==> src/rtl/dram_burst_writer.sv <==
// Packs 32-bit producer words into 8-word DRAM write bursts: two 128-bit wdf beats, then one af write command.
// Latency: beat 0 two cycles after the 8th word, beat 1 one cycle later, command one cycle after that.
// Backpressure: in_ready drops while the fill block is still pending/draining; wdf_full/af_full stall the drain FSM.
module dram_burst_writer #(
    parameter int ADDR_STEP = 4
) (
    input  logic         clk,
    input  logic         rst,
    input  logic         start,
    input  logic [30:0]  start_addr,
    input  logic         in_valid,
    input  logic [31:0]  in_data,
    output logic         in_ready,
    input  logic         flush,
    output logic         busy,
    output logic         af_wr_en,
    output logic [2:0]   af_cmd_din,
    output logic [30:0]  af_addr_din,
    input  logic         af_full,
    output logic         wdf_wr_en,
    output logic [127:0] wdf_din,
    output logic [15:0]  wdf_mask_din,
    input  logic         wdf_full
);

    typedef enum logic [1:0] {IDLE, WDF1, WDF2, CMD} state_t;

    state_t        state, state_nxt;
    logic [31:0]   mem [16];
    logic          fill_blk, drain_blk;
    logic [2:0]    ptr;
    logic [1:0]    blk_full;
    logic [3:0]    blk_cnt [2];
    logic [30:0]   addr;

    logic          accept, close_blk, af_push;
    logic [3:0]    close_cnt;
    logic          beat_sel;
    logic [127:0]  beat_dat;
    logic [15:0]   beat_msk;

    assign in_ready    = !blk_full[fill_blk];
    assign busy        = (state != IDLE) || (|blk_full) || (ptr != 3'd0);
    assign af_cmd_din  = 3'b000;
    assign af_addr_din = addr;
    assign af_push     = af_wr_en;

    // A flush arriving with an accepted word closes the block after that word is stored.
    assign accept    = in_valid && in_ready;
    assign close_blk = (accept && ptr == 3'd7) || (flush && (accept || ptr != 3'd0));
    assign close_cnt = accept ? {1'b0, ptr} + 4'd1 : {1'b0, ptr};

    always_ff @(posedge clk) begin
        if (accept)
            mem[{fill_blk, ptr}] <= in_data;
    end

    always_ff @(posedge clk) begin
        if (rst) begin
            state      <= IDLE;
            fill_blk   <= 1'b0;
            drain_blk  <= 1'b0;
            ptr        <= 3'd0;
            blk_full   <= 2'b00;
            blk_cnt[0] <= 4'd0;
            blk_cnt[1] <= 4'd0;
            addr       <= 31'd0;
        end else begin
            state <= state_nxt;
            if (close_blk) begin
                blk_full[fill_blk] <= 1'b1;
                blk_cnt[fill_blk]  <= close_cnt;
                ptr                <= 3'd0;
                fill_blk           <= ~fill_blk;
            end else if (accept) begin
                ptr <= ptr + 3'd1;
            end
            // The draining block is always full, so it never collides with the fill block set above.
            if (af_push) begin
                blk_full[drain_blk] <= 1'b0;
                drain_blk           <= ~drain_blk;
                addr                <= addr + 31'(ADDR_STEP);
            end else if (start && !busy) begin
                addr <= start_addr;
            end
        end
    end

    always_comb begin
        beat_sel = (state == WDF2);
        beat_dat = '0;
        beat_msk = '0;
        for (int j = 0; j < 4; j++) begin
            beat_dat[32*j +: 32] = mem[{drain_blk, beat_sel, 2'(j)}];
            beat_msk[4*j +: 4]   = ({1'b0, beat_sel, 2'(j)} >= blk_cnt[drain_blk]) ? 4'hF : 4'h0;
        end
    end

    always_comb begin
        state_nxt    = state;
        wdf_wr_en    = 1'b0;
        af_wr_en     = 1'b0;
        wdf_din      = '0;
        wdf_mask_din = '0;
        case (state)
            IDLE: begin
                if (blk_full[drain_blk])
                    state_nxt = WDF1;
            end
            WDF1, WDF2: begin
                wdf_wr_en    = !wdf_full;
                wdf_din      = beat_dat;
                wdf_mask_din = beat_msk;
                if (!wdf_full)
                    state_nxt = (state == WDF1) ? WDF2 : CMD;
            end
            CMD: begin
                af_wr_en = !af_full;
                if (!af_full)
                    state_nxt = blk_full[~drain_blk] ? WDF1 : IDLE;
            end
            default: state_nxt = IDLE;
        endcase
    end

endmodule

==> config.mk <==
export PLATFORM = sky130hd
export DESIGN_NAME = dram_burst_writer
export DESIGN_NICKNAME = d
export VERILOG_FILES = /design/src/rtl/dram_burst_writer.sv
export SDC_FILE = /design/constraint.sdc
export NUM_CORES = 1
export LEC_CHECK = 0
export CORE_MARGIN = 2
export CORE_UTILIZATION = 35
export DETAILED_ROUTE_END_ITERATION = 7
export PLACE_DENSITY = 0.6
export SYNTH_ARGS = -nofsm -noshare
export SYNTH_HDL_FRONTEND = slang
export SYNTH_SLANG_ARGS = --single-unit
==> constraint.sdc <==
create_clock -name clk -period 2.5 [get_ports clk]
set_input_delay 0.25 -clock clk [delete_from_list [all_inputs] [get_ports clk]]
set_output_delay 0.25 -clock clk [all_outputs]
set_load 0.02 [all_outputs]
==> impl_metrics.tcl <==
set metrics [dict create \
    worstPathMaxFanout 8 \
    peakVddDrop_uv 694 \
    fillCellCount 5353 \
    synth_edf_count 520 \
    critPathArrivalTime_ns 2.48 \
    critPathMaxStageDelay_ns 0.48 \
    synth_area_leaders "edfxtp_1, mux4_2, and2_1" \
    holdWs_ns 0.189 \
    cts-buffers-inserted 58 \
    syn2layout_area_growth_pct 33.6 \
    slew_headroom_pct 54.5 \
    first_pass_iters 5 \
    finalSetupViolCount 131 \
    core_area_um2 63300 \
    synth_cell_types 68 \
    crit_type "flip-flop to output pin" \
    num_rows 92 \
    vias 12800 \
    avgRoutedWirePerCell_um 24.0 \
    netlist_area_um2 22500 \
    synth_top_flop_cell "edfxtp_1" \
    clk_pin_slew_ns 0.06 \
    cap_viol_max_count 0 \
    io_pins 252 \
    hold_path.class "input pin to flip-flop" \
    period_minus_slack_ns 2.73 \
    syn_inst 1198 \
    htreeDepth 2 \
    viasPerCell 5.17 \
    violations "negative setup slack" \
    root_buffer "clkbuf_16" \
    syn_avg_cell_area_um2 18.8 \
    finalCritPeriodShare_pct 109 \
    seq_area_frac_synth_pct 73.0 \
    synth_top_area_share_pct 69.4 \
    die_x_um 258 \
    worst_pin_slew_ns 0.682 \
    die_area_um2 66300 \
    crit_slowest_cell "mux4_2" \
    dp.cells 2294 \
    grt_max_degree 51 \
    cellLeakagePower_nw 10.1 \
    cp.required_ns 2.25 \
    gp_congestion 0.778 \
    nNetsFinal 1659 \
    grt_pass1_wl_mm 86.5 \
    overflow 0 \
    setup_ws_ns -0.232 \
    skew_ns 0.0278 \
    fmax_ghz 0.366 \
    start_util_pct 35.5 \
    multiInputGateArea_um2 6030 \
    grtUsageTotal_pct 17.5 \
    outcome "complete, but fails checks" \
    drt-total-wl_mm 59.1 \
    drtIter0Drc 1058 \
    cp-end-kind "output pin" \
    drc 0 \
    clockBufferDepth 3 \
    cts_tree "done" \
    cts.sinks 561 \
    detail-route-antenna-nets 0 \
    die_y_um 258 \
    seqCellArea_um2 16400 \
    ys_ff_latch 561 \
    yosysWarningCount 0 \
    antenna_found_initial 1 \
    drive_gt1_share_pct 40.5 \
    final-max-slew-violation-count 0 \
    grt_pass1_vias 13200 \
    clk_latency_ns 0.62 \
    hold_viol 0 \
    ys_async_sr_fraction_pct 0 \
    finalNonFillerCells 2466 \
    powerDensity_nw_per_um2 972 \
    rsz0062_at_grt "true" \
    synth_area_leader_cell "edfxtp_1" \
    start_kind "flip-flop" \
    io_buffers 248 \
    hpwl_mm 35.9 \
    path_cells "inv_2 > ha_4 > buf_12 > buf_12 > buf_16 > buf_6 > mux4_2 > and2_4 > buf_6" \
]
==> cell usage in the layout (no fill, tap or decap), drive strengths merged, types with 7 or more instances in the layout <==
| master | n |
|---|---|
| a21oi | 16 |
| a31oi | 17 |
| and2 | 145 |
| buf | 284 |
| bufinv | 7 |
| clkbuf | 83 |
| clkdlybuf4s50 | 100 |
| clkinv | 20 |
| dfxtp | 41 |
| edfxtp | 520 |
| ha | 12 |
| inv | 14 |
| mux2i | 8 |
| mux4 | 128 |
| nand2 | 27 |
| nand3 | 15 |
| nand4 | 17 |
| nor2 | 24 |
| nor3 | 11 |
| nor4 | 10 |
| o21ai | 10 |
| or3 | 10 |
| or4 | 12 |
==> cell families after synthesis <==
kind of cell,Yosys count,share of synthesized area [%]
multiplexers,137,13.2
flip-flops,561,73.0
other,1,0.0167
XOR/XNOR,2,0.0779
AO/OA/AOI/OAI,93,2.94
AND/OR/NAND/NOR,297,7.88
adder cells (fa/ha/maj),12,0.667
buffers and inverters,95,2.17
==> per-stage QoR <==
step	cell area [µm²]	total power [W]	setup TNS, ns	setup slack, ns	util [%]
floorplan	22500	0.0150	0	0.00868	-
global placement	26800	0.0188	-0.516	-0.0449	42.3
detailed placement	26800	0.0188	-0.111	-0.0268	42.3
CTS	29600	0.0287	-30.07	-0.354	46.7
global route	30100	0.0304	-30.18	-0.328	47.5
finish	30100	0.0292	-16.86	-0.232	47.5
==> sequential cells by signal, indices dropped and copies added (netlist names), named ones only <==
name / flops
af_addr_din: 31
blk_cnt: 8
blk_full: 2
drain_blk: 1
fill_blk: 1
mem: 512
ptr: 3
state: 2
==> area by class of cell <==
cell class              count  area share (%)
diodes                      1         0.00833
clock buffers              74            5.10
clock inverters            28            1.13
inverters                  15           0.204
multi-input cells         544            20.1
flip-flops and latches    561            54.7
well taps                 846            3.52
repair buffers            397            15.3
==> Yosys cell counts, types with 4 or more instances <==
cell / count
a211oi_1: 6
a21oi_1: 16
a221oi_1: 4
a2bb2oi_1: 4
a31oi_1: 17
and2_1: 145
buf_1: 18
buf_2: 8
buf_4: 16
clkbuf_1: 30
dfxtp_1: 41
edfxtp_1: 520
ha_1: 12
inv_1: 14
mux2i_1: 8
mux4_2: 128
nand2_1: 27
nand2b_1: 4
nand3_1: 15
nand4_1: 14
nor2_1: 24
nor2b_1: 4
nor3_1: 11
nor4_1: 10
o211ai_1: 5
o21ai_0: 10
o311ai_0: 4
or3_1: 10
or4_1: 12
==> final timing paths <==
kind / start / endpoint / slack (ns) / cells after the start
max: state[0] / wdf_din[2] / -0.23 / 9
min: rst / flip-flop / 0.19 / 2
max reg2reg: state[0] / state[0] / 0.13 / 10
min reg2reg: af_addr_din[1] / af_addr_din[1] / 0.47 / 2
==> critical path, delay by kind of cell (launching register included) <==
family / cells / cell delay, ns
buffers and inverters: 6 / 0.70
muxes: 1 / 0.48
DFF: 1 / 0.32
adders and majority gates: 1 / 0.18
and+or+nand+nor: 1 / 0.18
==> layer usage <==
| metal | share of wire, % | vias up | track usage (%) |
|---|---|---|---|
| li1 | - | 5589 | - |
| met1 | 43 | 6731 | 24.0 |
| met2 | 49 | 368 | 28.5 |
| met3 | 6.2 | 73 | 3.75 |
| met4 | 1.8 | 0 | 4.14 |
| met5 | 0 | - | 0 |
==> power breakdown <==
group	total, W	switching (W)	internal, W	leakage [nW]
combinational	0.00994	0.00470	0.00525	4.11
clock	0.00853	0.00350	0.00503	0.898
sequential	0.0108	0.000207	0.0106	5.04
==> what timing repair did <==
item                       4_1_cts  5_1_grt
buffers inserted                45       27
cloned                           4        2
resized for setup              863      153
hold buffers                     0        0
pin swaps                       19       45
setup endpoints to repair      147      146
No activity file was read; power rests on OpenSTA's default activity.
